`src/rtl/reg_bank_rd_serial.sv`:
```
`default_nettype none
// ============================================================================
// Module   : reg_bank_rd_serial
// Purpose  : Read-side companion to the 3-register load bank. On a START
//            request it snapshots the register outputs and the select mask.
//            It then streams the selected registers out bit-serially, LSB
//            first, over a valid/ready handshake. Frame status is reported
//            alongside the stream.
// Ports    : clk     - clock, rising edge
//            rst     - synchronous active-high reset
//            dreg1/2/3 - register contents (W1/W2/W3 bits)
//            sel     - select mask, bit0=dreg1, bit1=dreg2, bit2=dreg3
//            start   - frame request, honoured only when idle
//            srdy    - sink ready
//            sdo     - serial data bit
//            svld    - sdo valid (transfer on svld & srdy)
//            reg_id  - register currently shifting (1..3), 0 otherwise
//            busy    - frame in progress
//            done    - one-cycle pulse at frame end
// Options  : define REG_BANK_RD_PARITY_EN to append one even-parity bit after
//            the data bits of each register.
// Revision : 1.0 - initial release
// ============================================================================
module reg_bank_rd_serial #(
    parameter int W1 = 8,
    parameter int W2 = 6,
    parameter int W3 = 4
) (
    input  logic          clk,
    input  logic          rst,
    input  logic [W1-1:0] dreg1,
    input  logic [W2-1:0] dreg2,
    input  logic [W3-1:0] dreg3,
    input  logic [2:0]    sel,
    input  logic          start,
    input  logic          srdy,
    output logic          sdo,
    output logic          svld,
    output logic [1:0]    reg_id,
    output logic          busy,
    output logic          done
);

    localparam int c_wmax = (W1 > W2) ? ((W1 > W3) ? W1 : W3)
                                      : ((W2 > W3) ? W2 : W3);
    localparam int CW     = $clog2(c_wmax + 1);

`ifdef REG_BANK_RD_PARITY_EN
    localparam int c_par  = 1;
`else
    localparam int c_par  = 0;
`endif

    // Index of the final bit of each register; the parity bit (when enabled)
    // sits at index Wn, which still fits in CW bits.
    localparam logic [CW-1:0] c_last1 = CW'(W1 - 1 + c_par);
    localparam logic [CW-1:0] c_last2 = CW'(W2 - 1 + c_par);
    localparam logic [CW-1:0] c_last3 = CW'(W3 - 1 + c_par);
    localparam logic [CW-1:0] c_w1    = CW'(W1);
    localparam logic [CW-1:0] c_w2    = CW'(W2);
    localparam logic [CW-1:0] c_w3    = CW'(W3);

    typedef enum logic [1:0] {
        ST_IDLE  = 2'd0,
        ST_SHIFT = 2'd1,
        ST_FIN   = 2'd2
    } state_t;

    state_t          r_state;
    logic [W1-1:0]   r_d1;
    logic [W2-1:0]   r_d2;
    logic [W3-1:0]   r_d3;
    logic [2:0]      r_sel;
    logic [1:0]      r_cur;
    logic [CW-1:0]   r_cnt;
    logic            r_sdo;
    logic            r_svld;
    logic [1:0]      r_reg_id;
    logic            r_busy;
    logic            r_done;

    logic [1:0]      w_first_id;
    logic [1:0]      w_next_id;
    logic            w_last_bit;
    logic [CW-1:0]   w_cnt_inc;

    // Smallest selected register number strictly above id, 0 if none.
    function automatic logic [1:0] f_next(input logic [2:0] s, input logic [1:0] id);
        if      (id < 2'd1 && s[0]) f_next = 2'd1;
        else if (id < 2'd2 && s[1]) f_next = 2'd2;
        else if (id < 2'd3 && s[2]) f_next = 2'd3;
        else                        f_next = 2'd0;
    endfunction

    function automatic logic [CW-1:0] f_last(input logic [1:0] id);
        case (id)
            2'd2:    f_last = c_last2;
            2'd3:    f_last = c_last3;
            default: f_last = c_last1;
        endcase
    endfunction

    // Bit idx of register id; an index equal to the register width selects
    // the even-parity bit of that register.
    function automatic logic f_bit(input logic [1:0]    id,
                                   input logic [CW-1:0] idx,
                                   input logic [W1-1:0] a,
                                   input logic [W2-1:0] b,
                                   input logic [W3-1:0] c);
        logic [W1-1:0] sa;
        logic [W2-1:0] sb;
        logic [W3-1:0] sc;
        sa = a >> idx;
        sb = b >> idx;
        sc = c >> idx;
        case (id)
            2'd1:    f_bit = (idx < c_w1) ? sa[0] : ^a;
            2'd2:    f_bit = (idx < c_w2) ? sb[0] : ^b;
            2'd3:    f_bit = (idx < c_w3) ? sc[0] : ^c;
            default: f_bit = 1'b0;
        endcase
    endfunction

    assign w_first_id = f_next(sel, 2'd0);
    assign w_next_id  = f_next(r_sel, r_cur);
    assign w_last_bit = (r_cnt == f_last(r_cur));
    assign w_cnt_inc  = r_cnt + 1'b1;

    always_ff @(posedge clk) begin
        if (rst) begin
            r_state  <= ST_IDLE;
            r_d1     <= '0;
            r_d2     <= '0;
            r_d3     <= '0;
            r_sel    <= '0;
            r_cur    <= '0;
            r_cnt    <= '0;
            r_sdo    <= 1'b0;
            r_svld   <= 1'b0;
            r_reg_id <= '0;
            r_busy   <= 1'b0;
            r_done   <= 1'b0;
        end else begin
            r_done <= 1'b0;
            case (r_state)
                ST_IDLE: begin
                    if (start) begin
                        if (sel != 3'b000) begin
                            r_d1     <= dreg1;
                            r_d2     <= dreg2;
                            r_d3     <= dreg3;
                            r_sel    <= sel;
                            r_cur    <= w_first_id;
                            r_cnt    <= '0;
                            r_reg_id <= w_first_id;
                            // First bit comes from the live inputs, which are
                            // exactly what the snapshot captures at this edge.
                            r_sdo    <= f_bit(w_first_id, '0, dreg1, dreg2, dreg3);
                            r_svld   <= 1'b1;
                            r_busy   <= 1'b1;
                            r_state  <= ST_SHIFT;
                        end else begin
                            r_done  <= 1'b1;
                            r_state <= ST_FIN;
                        end
                    end
                end
                ST_SHIFT: begin
                    if (r_svld && srdy) begin
                        if (w_last_bit) begin
                            if (w_next_id == 2'd0) begin
                                r_sdo    <= 1'b0;
                                r_svld   <= 1'b0;
                                r_busy   <= 1'b0;
                                r_reg_id <= '0;
                                r_cur    <= '0;
                                r_done   <= 1'b1;
                                r_state  <= ST_FIN;
                            end else begin
                                // Move straight to the next selected register.
                                r_cur    <= w_next_id;
                                r_cnt    <= '0;
                                r_reg_id <= w_next_id;
                                r_sdo    <= f_bit(w_next_id, '0, r_d1, r_d2, r_d3);
                            end
                        end else begin
                            r_cnt <= w_cnt_inc;
                            r_sdo <= f_bit(r_cur, w_cnt_inc, r_d1, r_d2, r_d3);
                        end
                    end
                end
                ST_FIN: begin
                    r_state <= ST_IDLE;
                end
                default: begin
                    r_state <= ST_IDLE;
                end
            endcase
        end
    end

    assign sdo    = r_sdo;
    assign svld   = r_svld;
    assign reg_id = r_reg_id;
    assign busy   = r_busy;
    assign done   = r_done;

endmodule
`default_nettype wire

```
`config.mk`:
```
export PLATFORM = sky130hd
export DESIGN_NAME = reg_bank_rd_serial
export DESIGN_NICKNAME = d
export VERILOG_FILES = /design/src/rtl/reg_bank_rd_serial.sv
export SDC_FILE = /design/constraint.sdc
export NUM_CORES = 1
export LEC_CHECK = 0
export CORE_UTILIZATION = 30
export CTS_BUF_LIST = sky130_fd_sc_hd__clkbuf_8 sky130_fd_sc_hd__clkbuf_16
export DETAILED_ROUTE_END_ITERATION = 16
export GPL_ROUTABILITY_DRIVEN = 0
export REMOVE_ABC_BUFFERS = 1
export SLEW_MARGIN = 20
export SYNTH_ARGS = -nofsm -noshare
export SYNTH_HDL_FRONTEND = slang
export SYNTH_SLANG_ARGS = --single-unit
```
`constraint.sdc`:
```
create_clock -name clk -period 2 [get_ports clk]
set_input_delay 0.4 -clock clk [delete_from_list [all_inputs] [get_ports clk]]
set_output_delay 0.4 -clock clk [all_outputs]
set_load 0.03 [all_outputs]
```
Yosys cells after proc, flatten, opt, wreduce, memory -nomap -nowiden
Index checks and enable logic that the tools add are counted.

Word-level logic and storage cells: 103. Output and inout port bits: 6. Bits of input ports: 25. Bits in registers: 32.

Shifts and indexed selects: 3. $add $sub $neg: 1. Reduce and logical (&&, ||, !) cells: 17. Eq/ne operators: 17. Mux-type cells: 49. Order comparisons: 6.

Operators with widths (number): 2-bit 2-to-1 mux (16); 4-bit 2-to-1 mux (5); 1-bit 2-to-1 mux (18); 2-bit equality test, second input constant (6); 2-bit inequality test, second input constant (5); 5-bit AND reduction (2); 1-bit case mux with 3 select lines (3); 2-bit by 1-bit equality test with 1-bit output, second input constant (4); 4-bit by 3-bit < comparator with 1-bit output, second input constant (2); 2-bit case mux with 2 select lines (2); 4-bit case mux with 2 select lines (1); 4-bit AND reduction (2); 8-bit XOR reduction (1); 8-bit by 4-bit right shift with 1-bit output (1); 1-bit case mux with 2 select lines (3); 3-bit case mux with 2 select lines (1); 6-bit AND reduction (1); 6-bit XOR reduction (1); 6-bit by 4-bit right shift with 1-bit output (1); 4-bit by 1-bit adder with 4-bit output, second input constant (1); 4-bit equality test (1); 1-bit logical AND (4); 2-bit logical NOT (2); 2-bit < comparator, second input constant (2); 8 further kinds (8).

Longest topological paths before layout
Depth after elaboration: 11. Mapped depth: 8. Depth with buffers taken out: 7.

Least setup slack after synthesis
Ideal clock, no wire load.

Path kind: reg-to-reg. Start point: register, netlist name reg_id[0]. End point: register r_reg_id[0], in the netlist reg_id[0]. Clock period less this slack: 2076 ps. Setup slack: -76 ps. Data required time: 1872 ps. Setup time: 128 ps. Stages on the path, launching flop included: 8. Data arrival time: 1948 ps. Buffers on the path: 1. Cells stage by stage: dfxtp_1 buf_2 or3b_4 a311oi_4 or2_1 and2b_2 mux2i_1 nor2_1.

RTL lines: end signal, assigned (line 155) `r_reg_id <= w_first_id;`; end signal, assigned (line 183) `r_reg_id <= w_next_id;`; end, declared (line 78) `logic [1:0] r_reg_id;`.

Worst setup path after layout
Start point: input sel[0]. End point: register r_cnt[2].

Word-level cells in the longest chain between the ends: 3.

RTL lines: start, declared (line 34) `input logic [2:0] sel,`; 3-bit nonzero test (line 148) `if (sel != 3'b000) begin`; 2-bit inequality test (no source line); 5-bit AND reduction (no source line); end signal, assigned (line 187) `r_cnt <= w_cnt_inc;`; end, declared (line 75) `logic [CW-1:0] r_cnt;`.

Every way passes these cells. A chain may end at the register's enable or synchronous reset.

==> flow_summary_export.csv <==
group,metric,value,unit
synthesis,synth_fa_ha_area_share,0.671,%
global_route,grt_overflow,0,
final_layout,postLayoutCoreUtil,42.5,%
timing,finalSetupTns,0,ns
final_layout,syn_to_final_growth,35.7,%
timing,fin_crit_sh,97.5,%
power_and_ir_drop,seqPwrFrac,40.1,%
setup_path,path_class,"in -> reg",
setup_path,end_kind,"flop",
synthesis,synthMuxAreaShare,7.05,%
power_and_ir_drop,p_per_area,713,nW/um2
final_layout,regArea,644,um2
timing,tightestPinTransition,0.463,ns
synthesis,synth_flop_cell,"dfxtp_1",
setup_path,worstSetupStartpointType,"primary input",
setup_path,crit_fanout,2,
power_and_ir_drop,power_frac_comb,24.9,%
route,wire_per_inst,12.9,um
outcome,status,"complete, no violations",
synthesis,synth_compound_area_share,23.5,%
final_layout,final.fill_count,613,
synthesis,ys_warn_count,0,
clock_network,cts_made_buffers,5,
timing,whs,0.451,ns
global_route,grt_start_max_net_pins,33,
global_route,track_usage,15.4,%
synthesis,synth_top_family_by_area,"compound AO/OA/AOI/OAI gates",
clock_network,clkSinkCount,32,
timing,finalHoldViolCount,0,
synthesis,yosys.area_share.simple,21.0,%
synthesis,netlist_instances,228,
floorplanning,die-area,6530,um2
floorplanning,die_h,80.8,um
power_and_ir_drop,leakagePower,0.000887,uW
synthesis,synth_cell_type_count,51,
timing,maxSlewViolCount,0,
synthesis,yosys.area_share.xor_xnor,7.99,%
power_and_ir_drop,p_switching,523,uW
final_layout,multi_input_area,1160,um2
floorplanning,initial_utilization,31.3,%
floorplanning,num_rows,28,
power_and_ir_drop,p_clk_share,35.0,%
global_route,grt_pass1_wl,7520,um
worst_hold_path,min_path_type,"reg -> reg",
timing,post-route-min-period,1.95,ns
clock_network,clk_pin_slew,0.07,ns
place,io_buffers,30,
worst_hold_path,hold_depth,2,
final_layout,n_antenna_cell,0,
power_and_ir_drop,power.internal,1280,uW
final_layout,fin_nets,298,
clock_network,cts_tree,"built",
place,hpwl,3280,um
floorplanning,core,5960,um2
clock_network,clock_path_buffers,2,
synthesis,async_reset_ff_share,0,%
clock_network,cts-root-buf,"clkbuf_8",
clock_network,h-tree-depth,2,
timing,setup_violations,0,
clock_network,clk-insertion-delay-late,0.29,ns
synthesis,syn_avg_cell_area,8.18,um2
route,drc_errors,0,
global_route,grt_pass1_vias,1633,
setup_path,cp_data_arrival_time,2.18,ns
synthesis,syn-cell-area,1860,um2
synthesis,yosys.area.top_type_share,34.4,%
synthesis,ys_ff_latch,32,
route,drt_pre_antenna_iters,4,
setup_path,cp.required,2.23,ns
route,via_per_inst,4.91,
job,drv_cap,0,
synthesis,synth_largest_area_cell,"dfxtp_1",
route,drt_iter0_drc,77,
power_and_ir_drop,p_sw_share,29.0,%
power_and_ir_drop,peakVddDrop,0.286,mV
floorplanning,io_pins,31,
floorplanning,die_w,80.8,um
final_layout,drive_gt1_share,19.8,%
timing,clock_skew,0.00716,ns
timing,fmax,513,MHz
timing,max_slew_margin,68.8,%
route,drtAntennaViolNets,0,
synthesis,seq_area_frac_synth,34.4,%
synthesis,synth_edf_count,0,
synthesis,synthTopCellsByArea,"dfxtp_1 34%, nand2_1 10%, a21oi_1 8.1%, xnor2_1 6.1%, mux4_2 4.8%",
route,vias,1707,
route,drt-total-wl,4500,um
global_route,antenna_found_initial,0,
power_and_ir_drop,power,1800,uW
setup_path,reg2regPathDepth,7,
## routing by layer
metal	share of wire (%)	wire length, um	track usage (%)	up-vias
met4	3.0	135	10.5	0
met3	3.2	146	2.70	9
met5	0	0	0	-
met2	47	2130	25.0	32
li1	-	-	-	891
met1	46	2080	18.4	775
## registers in the layout, indices dropped and copies added, names as in the netlist
name and cells:
done 1, r_d3 4, reg_id 2, r_cnt 4, r_d1 8, sdo 1, r_sel 3, busy 1
r_d2 6, r_state 2
## cells by family (layout without fill, tap and decap cells)
group / Yosys count / after routing
buffers and inverters: 21 / 66
multiplexers: 8 / 8
adder cells (fa/ha/maj): 1 / 1
flip-flops: 32 / 32
AO/OA/AOI/OAI: 65 / 65
AND/OR/NAND/NOR: 84 / 84
XOR/XNOR: 17 / 17
## worst paths after layout
kind	startpoint	end	slack [ns]
setup / recovery	sel[0]	r_cnt[2]	0.05
hold / removal	r_sel[0]	r_sel[0]	0.45
setup reg to reg	r_cnt[1]	r_cnt[2]	0.06
hold reg to reg	r_sel[0]	r_sel[0]	0.45
## critical path, cell delays in order
cell and delay [ns]:
clkdlybuf4s50_1 0.48, nor3_1 0.08, or3_4 0.33, a21o_1 0.17, o21bai_4 0.17, or4_4 0.42, a21oi_2 0.13
## placed cells by master (no fill, tap or decap), types with 2 or more instances in the layout
cell type        synthesis  layout
dfxtp_1                 32      31
a21oi_1                 30      29
inv_1                    4       4
buf_12                   0       2
nand3_1                  2       2
mux2i_1                  3       3
or2_2                    2       2
o21ai_1                  2       2
nor2_1                   8       8
a211oi_2                 1       2
clkbuf_8                 0       5
clkdlybuf4s50_1          0      30
o211ai_1                 3       3
nor4_1                   2       2
buf_4                    3      20
xor2_1                   4       3
nand2_1                 52      52
o21ai_0                 11      11
nor2b_1                  4       4
mux4_2                   4       4
a2111oi_2                2       2
xnor2_1                 13      13
a31oi_1                  2       2
nand2b_1                 2       2
nor3_1                   2       2
## synthesized netlist by cell type (all sizes together) (2+ instances only)
cell type  number
nand2          52
dfxtp          32
a21oi          30
o21ai          13
xnor2          13
clkbuf          9
nor2            8
buf             7
inv             4
mux4            4
nor2b           4
xor2            4
a211oi          3
mux2i           3
nand3           3
o211ai          3
or2             3
a2111oi         2
a31oi           2
nand2b          2
nor3            2
nor4            2
o21bai          2
## power by group through the flow
stage | registers [uW] | clock network, uW | logic, uW
floorplan | 758 | 0 | 224
CTS | 723 | 646 | 444
finish | 723 | 632 | 449
detailed placement | 737 | 0 | 442
global route | 729 | 674 | 488
global placement | 736 | 0 | 439
## layout make-up
class,count,share of cell area [%]
multi-input combinational,175,45.8
sequential,32,25.5
timing repair buffer,53,19.8
tap,75,3.71
clock buffer,5,2.72
clock inverter,3,1.68
inverter,5,0.742
## what timing repair did
action                     CTS  global route
hold buffers                 0             0
gates resized for setup      1            10
setup buffers                0             1
pin swaps                    0             2
setup endpoints to repair    1             7
## per-stage QoR
stage / cells / area, um2 / worst slack (ns)
2_1_floorplan: 212 / 1780 / -0.00185
3_3_place_gp: 339 / 2370 / -0.221
3_5_place_dp: 339 / 2370 / -0.253
4_1_cts: 347 / 2480 / 0.00592
5_1_grt: 348 / 2530 / -0.00452
6_report: 348 / 2530 / 0.0498
No activity file was read; power rests on OpenSTA's default activity.
